[src/rtl/countdown_scheduler.sv]
// countdown_scheduler: round-robin arbiter sharing one countdown timer among NUM_REQ requesters.
// A grant loads the owner's duration, counts it to zero, then pulses that owner's done.
module countdown_scheduler #(
    parameter int NUM_REQ = 4,
    parameter int WIDTH   = 5
) (
    input  logic                     i_clk,
    input  logic                     i_reset,
    input  logic [NUM_REQ-1:0]       i_req,
    input  logic [NUM_REQ*WIDTH-1:0] i_dur,
    output logic [NUM_REQ-1:0]       o_gnt,
    output logic [NUM_REQ-1:0]       o_done,
    output logic [WIDTH-1:0]         o_count,
    output logic                     o_busy
);
    localparam int LW = $clog2(NUM_REQ);
    localparam int IW = LW + 1;
    localparam logic [NUM_REQ-1:0] ONE = {{(NUM_REQ-1){1'b0}}, 1'b1};
    typedef enum logic [1:0] {S_IDLE, S_RUN, S_DONE} state_t;
    state_t r_state, w_state_nxt;
    logic [LW-1:0] r_last, r_id, w_win, w_last_nxt, w_id_nxt;
    logic [IW-1:0] w_idx;
    logic w_any;
    logic [NUM_REQ-1:0] r_gnt, r_done, w_gnt_nxt, w_done_nxt;
    logic [WIDTH-1:0] r_count, w_count_nxt;
    logic r_busy;
    // Scan from the slot after the last served requester, wrapping, so every active requester gets a turn.
    always_comb begin
        w_win = '0;
        w_any = 1'b0;
        w_idx = '0;
        for (int k = 0; k < NUM_REQ; k++) begin
            w_idx = IW'(r_last) + IW'(k) + IW'(1);
            if (w_idx >= IW'(NUM_REQ)) w_idx = w_idx - IW'(NUM_REQ);
            if (!w_any && i_req[w_idx[LW-1:0]]) begin
                w_any = 1'b1;
                w_win = w_idx[LW-1:0];
            end
        end
    end
    always_comb begin
        w_state_nxt = r_state;
        w_gnt_nxt   = r_gnt;
        w_done_nxt  = '0;
        w_count_nxt = r_count;
        w_last_nxt  = r_last;
        w_id_nxt    = r_id;
        case (r_state)
            S_IDLE: if (w_any) begin
                w_state_nxt = S_RUN;
                w_id_nxt    = w_win;
                w_gnt_nxt   = ONE << w_win;
                w_count_nxt = i_dur[w_win*WIDTH +: WIDTH];
            end
            // Abort wins over reaching zero; both end the turn and advance the rotation.
            S_RUN: if (!i_req[r_id]) begin
                w_state_nxt = S_IDLE;
                w_gnt_nxt   = '0;
                w_count_nxt = '0;
                w_last_nxt  = r_id;
            end else if (r_count == '0) begin
                w_state_nxt = S_DONE;
                w_gnt_nxt   = '0;
                w_done_nxt  = ONE << r_id;
                w_last_nxt  = r_id;
            end else begin
                w_count_nxt = r_count - 1'b1;
            end
            S_DONE: w_state_nxt = S_IDLE;
            default: begin
                w_state_nxt = S_IDLE;
                w_gnt_nxt   = '0;
                w_count_nxt = '0;
            end
        endcase
    end
    always_ff @(posedge i_clk) begin
        if (!i_reset) begin
            r_state <= S_IDLE;
            r_gnt   <= '0;
            r_done  <= '0;
            r_count <= '0;
            r_busy  <= 1'b0;
            r_last  <= LW'(NUM_REQ - 1);
            r_id    <= '0;
        end else begin
            r_state <= w_state_nxt;
            r_gnt   <= w_gnt_nxt;
            r_done  <= w_done_nxt;
            r_count <= w_count_nxt;
            r_busy  <= (w_state_nxt != S_IDLE);
            r_last  <= w_last_nxt;
            r_id    <= w_id_nxt;
        end
    end
    assign o_gnt   = r_gnt;
    assign o_done  = r_done;
    assign o_count = r_count;
    assign o_busy  = r_busy;
endmodule

[config.mk]
export PLATFORM = sky130hd
export DESIGN_NAME = countdown_scheduler
export DESIGN_NICKNAME = d
export VERILOG_FILES = /design/src/rtl/countdown_scheduler.sv
export SDC_FILE = /design/constraint.sdc
export NUM_CORES = 1
export LEC_CHECK = 0
export CAP_MARGIN = 20
export CORE_MARGIN = 3
export CORE_UTILIZATION = 40
export CTS_CLUSTER_DIAMETER = 200
export CTS_CLUSTER_SIZE = 12
export DETAILED_ROUTE_END_ITERATION = 10
export PLACE_DENSITY = 0.7
export SLEW_MARGIN = 15
export SYNTH_ARGS = -nofsm -noshare
export SYNTH_HDL_FRONTEND = slang
export SYNTH_SLANG_ARGS = --single-unit
[constraint.sdc]
create_clock -name i_clk -period 2.4 [get_ports i_clk]
set_clock_uncertainty 0.2 [all_clocks]
set_input_delay 0.48 -clock i_clk [delete_from_list [all_inputs] [get_ports i_clk]]
set_output_delay 0.48 -clock i_clk [all_outputs]
set_load 0.005 [all_outputs]
## Word level (Yosys, flattened, before mapping)

Cells that the tools add are included.

| operators by class | value |
|---|---|
| $add $sub $neg | 11 |
| multipliers | 1 |
| $lt $le $gt $ge | 9 |
| equal/unequal tests | 6 |
| shift operators | 3 |
| mux-type cells | 36 |
| bitwise logic cells | 1 |
| reductions and logical operators | 14 |

Operators by type and width:

| kind | number |
|---|---|
| 2-to-1 mux 2 bit | 13 |
| indexed part select 20 x 6 -> 5 bit | 1 |
| less-than comparator 2 x 3 -> 1 bit (second input constant) | 5 |
| 2-to-1 mux 5 bit | 3 |
| case mux 5 bit (3 select lines) | 1 |
| greater-or-equal comparator 3 bit (second input constant) | 4 |
| 2-to-1 mux 4 bit | 3 |
| case mux 4 bit (3 select lines) | 1 |
| binary-select mux 1 bit (select 2 bit) | 5 |
| adder 3 x 1 -> 3 bit (second input constant) | 3 |
| 2-to-1 mux 1 bit | 9 |
| left shift 1 x 2 -> 4 bit (first input constant) | 2 |
| subtractor 2 x 1 -> 2 bit (second input constant) | 4 |
| adder 2 x 2 -> 3 bit (second input constant) | 2 |
| != test 3 bit (second input constant) | 2 |
| AND reduction 3 bit | 2 |
| zero test 5 bit | 1 |
| multiplier 2 x 3 -> 5 bit (second input constant) | 1 |
| subtractor 5 x 1 -> 5 bit (second input constant) | 1 |
| case mux 2 bit (2 select lines) | 1 |
| AND reduction 2 bit | 2 |
| AND reduction 4 bit | 1 |
| adder 2 x 1 -> 3 bit (second input constant) | 1 |
| logical AND 1 bit | 3 |
| 8 further kinds | 10 |

| storage, ports and cells | value |
|---|---|
| register bits | 20 |
| bits of input ports | 26 |
| output and inout port bits | 14 |
| logic and storage cells | 88 |

## Longest topological paths before layout

| logic depth | value |
|---|---|
| depth after elaboration | 19 |
| mapped depth | 7 |
| mapped depth without buffers | 7 |

## Worst setup path before layout

No wires, ideal clock.

| path | value |
|---|---|
| path kind | reg2reg |
| start point | reg r_count[0], in the netlist o_count[0] |
| end point | reg r_last[0] |
| data arrival time | 1.642 ns |
| slack | 0.441 ns |
| cell stages (with the launch flop) | 7 |
| path buffers | 0 |
| cells stage by stage | dfxtp_1 > inv_1 > ha_1 > or4b_1 > a211oi_1 > mux2i_1 > nand2_1 |

| between the ends | value |
|---|---|
| longest elaborated chain between the ends | 3 |

Ends and longest elaborated chain:

| what | line | source |
|---|---|---|
| start, declared | 25 | `logic [WIDTH-1:0] r_count, w_count_nxt;` |
| start signal, assigned | 90 | `r_count <= w_count_nxt;` |
| zero test 5 bit | 61 | `end else if (r_count == '0) begin` |
| != test 2 x 1 -> 1 bit (no source line) | -- |  |
| AND reduction 2 bit (no source line) | -- |  |
| end signal, assigned | 84 | `r_last <= LW'(NUM_REQ - 1);` |
| end signal, assigned | 92 | `r_last <= w_last_nxt;` |
| end, declared | 21 | `logic [LW-1:0] r_last, r_id, w_win, w_last_nxt, w_id_nxt;` |

No other way between the ends.
A chain may end at the register's enable or synchronous reset.

## Final worst setup path

| path | value |
|---|---|
| start point | in i_req[3] |
| end point | reg r_last[1] |

| between the ends | value |
|---|---|
| longest elaborated chain between the ends | 4 |

Ends and longest elaborated chain:

| what | line | source |
|---|---|---|
| start, declared | 9 | `input logic [NUM_REQ-1:0] i_req,` |
| binary-select mux 1 bit (select 2 bit) (*) | 56 | `S_RUN: if (!i_req[r_id]) begin` |
| 2-to-1 mux 1 bit (implied by the code) (*) | 56 |  |
| != test 2 x 1 -> 1 bit (no source line) | -- |  |
| AND reduction 2 bit (no source line) | -- |  |

Mark *: on every way between the ends. The rest lies on a longest branch, timed or not. The select of a mux whose other input is x is not followed.

==> run_summary.xml <==
<?xml version="1.0" encoding="UTF-8"?>
<metrics>
  <group name="timing">
    <metric name="slew_headroom" unit="%">62.6</metric>
    <metric name="report.final.setup_viol" unit="">0</metric>
    <metric name="rsz0062_at_grt" unit="">false</metric>
    <metric name="period_minus_slack" unit="ns">2.27</metric>
    <metric name="fin_worst_hold_slack" unit="ns">0.278</metric>
    <metric name="final_max_slew_viol_count" unit="">0</metric>
    <metric name="worstMarginPinSlew" unit="ns">0.558</metric>
    <metric name="hold_violations" unit="">0</metric>
    <metric name="post-route-period-util" unit="%">94.7</metric>
    <metric name="fmaxAchievable" unit="MHz">440</metric>
  </group>
  <group name="cells_and_area">
    <metric name="nNetsFinal" unit="">223</metric>
    <metric name="finish.utilization" unit="%">62.2</metric>
    <metric name="multi_input_area" unit="sq um">823</metric>
    <metric name="antenna_cells_inserted" unit="">0</metric>
    <metric name="nFillCells" unit="">277</metric>
    <metric name="layout-area-overhead-vs-synth" unit="%">42.1</metric>
    <metric name="area_occupied_by_registers" unit="sq um">400</metric>
    <metric name="final_layout_size_suffix_gt1_share" unit="%">11.9</metric>
    <metric name="final_std_cells_w_o_fill" unit="">236</metric>
  </group>
  <group name="placement">
    <metric name="port_buffers" unit="">39</metric>
    <metric name="detail_placement_hpwl" unit="mm">2.63</metric>
    <metric name="gp_congestion" unit="">0.906</metric>
    <metric name="dpl.cell_count" unit="">232</metric>
  </group>
  <group name="logic_synthesis">
    <metric name="synthesis.instances" unit="">147</metric>
    <metric name="synth_ff_type" unit="">dfxtp_1</metric>
    <metric name="yosysMostFrequentCell" unit="">o21ai_0</metric>
    <metric name="synth_top_cell_area_share" unit="%">31.5</metric>
    <metric name="async_flop_share" unit="%">0</metric>
    <metric name="ys_seq_area_share" unit="%">31.5</metric>
    <metric name="ys_top_cells_by_area" unit="">dfxtp_1 (32%), o21ai_0 (8.3%), and4_1 (6.9%), o31a_1 (6.9%), a21oi_1 (3.9%)</metric>
    <metric name="synth-warning-count" unit="">0</metric>
    <metric name="synthDistinctLibCells" unit="">39</metric>
    <metric name="synth_area_per_cell" unit="sq um">8.64</metric>
    <metric name="synth_top_cell_by_area" unit="">dfxtp_1</metric>
    <metric name="synth_seq_cells" unit="">20</metric>
    <metric name="synth_fp_nets" unit="">175</metric>
    <metric name="yosys-top-cells-count" unit="">o21ai_0 (21), dfxtp_1 (20), a21oi_1 (10), and4_1 (10), o31a_1 (10)</metric>
    <metric name="synth-edff-count" unit="">0</metric>
    <metric name="mappedNetlistArea" unit="sq mm">0.00127</metric>
  </group>
  <group name="grt">
    <metric name="grt_use_total" unit="%">17.6</metric>
    <metric name="grt_start_max_net_pins" unit="">12</metric>
    <metric name="grt_pass1_wl" unit="mm">5.66</metric>
    <metric name="grt_antenna_before_repair" unit="">0</metric>
    <metric name="overflow" unit="">0</metric>
    <metric name="grt_pass1_vias" unit="">1287</metric>
  </group>
  <group name="critical_path">
    <metric name="r2r_start" unit="">o_count[0]</metric>
    <metric name="worst_r2r_endpoint" unit="">r_last[1]</metric>
    <metric name="setup.worst_path.start_class" unit="">input port</metric>
    <metric name="critical_path.max_fanout" unit="">7</metric>
    <metric name="setup.worst_path.start" unit="">i_req[3]</metric>
    <metric name="crit_arrival" unit="ns">2.26</metric>
    <metric name="timing.reg2reg.worst_path_depth" unit="">7</metric>
    <metric name="endpoint_kind" unit="">flop</metric>
    <metric name="reg2reg_setup_slack" unit="ns">0.27</metric>
    <metric name="worst_ep_required_time" unit="ns">2.39</metric>
    <metric name="timing.setup.critical_path_class" unit="">in2reg</metric>
  </group>
  <group name="hold_path">
    <metric name="worstHoldPathCells" unit="">1</metric>
    <metric name="min_from" unit="">o_gnt[1]</metric>
    <metric name="timing.hold.worst.class" unit="">reg2reg</metric>
    <metric name="min_to" unit="">o_gnt[1]</metric>
  </group>
  <group name="detailed_routing">
    <metric name="num_vias" unit="">1292</metric>
    <metric name="detail_route.iter0.violations" unit="">65</metric>
    <metric name="routed_wirelength" unit="mm">3.35</metric>
    <metric name="post-route-drc-count" unit="">0</metric>
    <metric name="detailed_route_vias_per_instance" unit="">5.47</metric>
    <metric name="remaining_antenna_violation_count" unit="">0</metric>
    <metric name="wire_per_inst" unit="um">14.2</metric>
    <metric name="drt-pass1-iter-count" unit="">4</metric>
  </group>
  <group name="die">
    <metric name="placeable_core_region" unit="sq mm">0.00290</metric>
    <metric name="chipHeight" unit="um">62.3</metric>
    <metric name="placementRows" unit="">19</metric>
    <metric name="die_ar" unit="sq mm">0.00389</metric>
    <metric name="design.portCount" unit="">40</metric>
    <metric name="initial_core_util" unit="%">43.8</metric>
    <metric name="floorplan.die.width" unit="um">62.3</metric>
  </group>
  <group name="pwr">
    <metric name="power.density_cell_area" unit="mW/mm^2">755</metric>
    <metric name="power.ir.vdd_worst" unit="mV">0.353</metric>
    <metric name="power.leakage" unit="nW">0.667</metric>
    <metric name="power.total" unit="mW">1.36</metric>
  </group>
  <group name="cts">
    <metric name="clock_tree_from_tritoncts" unit="">done</metric>
    <metric name="clk_pin_slew" unit="ns">0.11</metric>
    <metric name="tritoncts.num_buffers" unit="">3</metric>
    <metric name="htreeDepth" unit="">1</metric>
    <metric name="clk_latency" unit="ns">0.29</metric>
    <metric name="cts_sinks" unit="">20</metric>
    <metric name="clock_path_buffers" unit="">2</metric>
    <metric name="clock-root-buffer" unit="">clkbuf_4</metric>
  </group>
  <group name="job">
    <metric name="cap_viol_max_count" unit="">0</metric>
  </group>
  <group name="run_status">
    <metric name="run_status" unit="">complete, no violations</metric>
  </group>
</metrics>
-- power breakdown --
part	switching [mW]	internal, mW	total, mW
clock	0.102	0.0924	0.194
combinational	0.316	0.374	0.690
sequential	0.0813	0.396	0.477
total	0.499	0.862	1.36
-- critical path: stages --
cell             delay [ns]
clkdlybuf4s50_1        0.51
mux4_2                 0.55
a211oi_1               0.30
buf_4                  0.17
mux2i_1                0.18
nand2_1                0.06
-- stage by stage --
step / cell area (sq um) / TNS [ns] / setup WS, ns
final: 1800 / 0 / 0.128
after global routing: 1800 / 0 / 0.0301
after CTS: 1800 / 0 / 0.0977
after detailed placement: 1760 / -2.22 / -0.226
after global placement: 1760 / -1.26 / -0.150
after floorplan: 1270 / 0 / 0.441
-- sequential cells by signal, indices dropped and copies added, names as in the netlist --
signal / cells
o_gnt: 4
r_state: 2
r_last: 2
r_id: 2
o_done: 4
o_busy: 1
o_count: 5
-- per-layer routing --
| metal | up-vias | GRT usage [%] | wire, um |
|---|---|---|---|
| met5 | - | 0 | 0 |
| met4 | 0 | 7.99 | 14 |
| met3 | 2 | 1.98 | 157 |
| met2 | 44 | 30.0 | 1670 |
| met1 | 584 | 22.2 | 1520 |
| li1 | 662 | - | - |
-- cell type report --
cell class,count,area share [%]
clock buffer,4,2.01
tap,42,2.91
sequential,20,22.2
timing repair buffer,51,26.6
inverter,3,0.624
multi-input combinational,116,45.6
-- how the worst max path moves through the flow --
stage | end | cells after the start
after floorplan | r_last[0] | 6
after global placement | r_last[1] | 6
after detailed placement | o_gnt[1] | 4
after CTS | o_gnt[1] | 4
after global routing | r_last[0] | 6
final | r_last[1] | 6
-- cell families (layout without fill, tap and decap cells) --
logic type	count (synthesis)	after routing	share of synthesized area, %
compound gates	62	62	32.3
simple gates	46	46	24.8
xor+xnor	3	3	2.07
fa+ha+maj	2	2	1.97
mux	3	3	3.35
flops	20	20	31.5
buf+inv	11	58	3.94
-- cells in the final DEF (no fill, tap or decap), types with 5 or more instances in the layout --
master            n
nand2_1           6
clkdlybuf4s50_1  39
dfxtp_1          20
o21ai_0          20
nor2_1            5
o31a_1           10
buf_4            12
and4_1           10
a21oi_1           9
a31oi_1           6
-- what timing repair did --
| action | 4_1_cts | 5_1_grt |
|---|---|---|
| hold endpoints to repair | 0 | 0 |
| hold buffers | 0 | 0 |
| buffers inserted | 0 | 0 |
| setup endpoints to repair | 0 | 5 |
| gates resized for setup | 0 | 2 |
No activity file was read; power rests on OpenSTA's default activity.
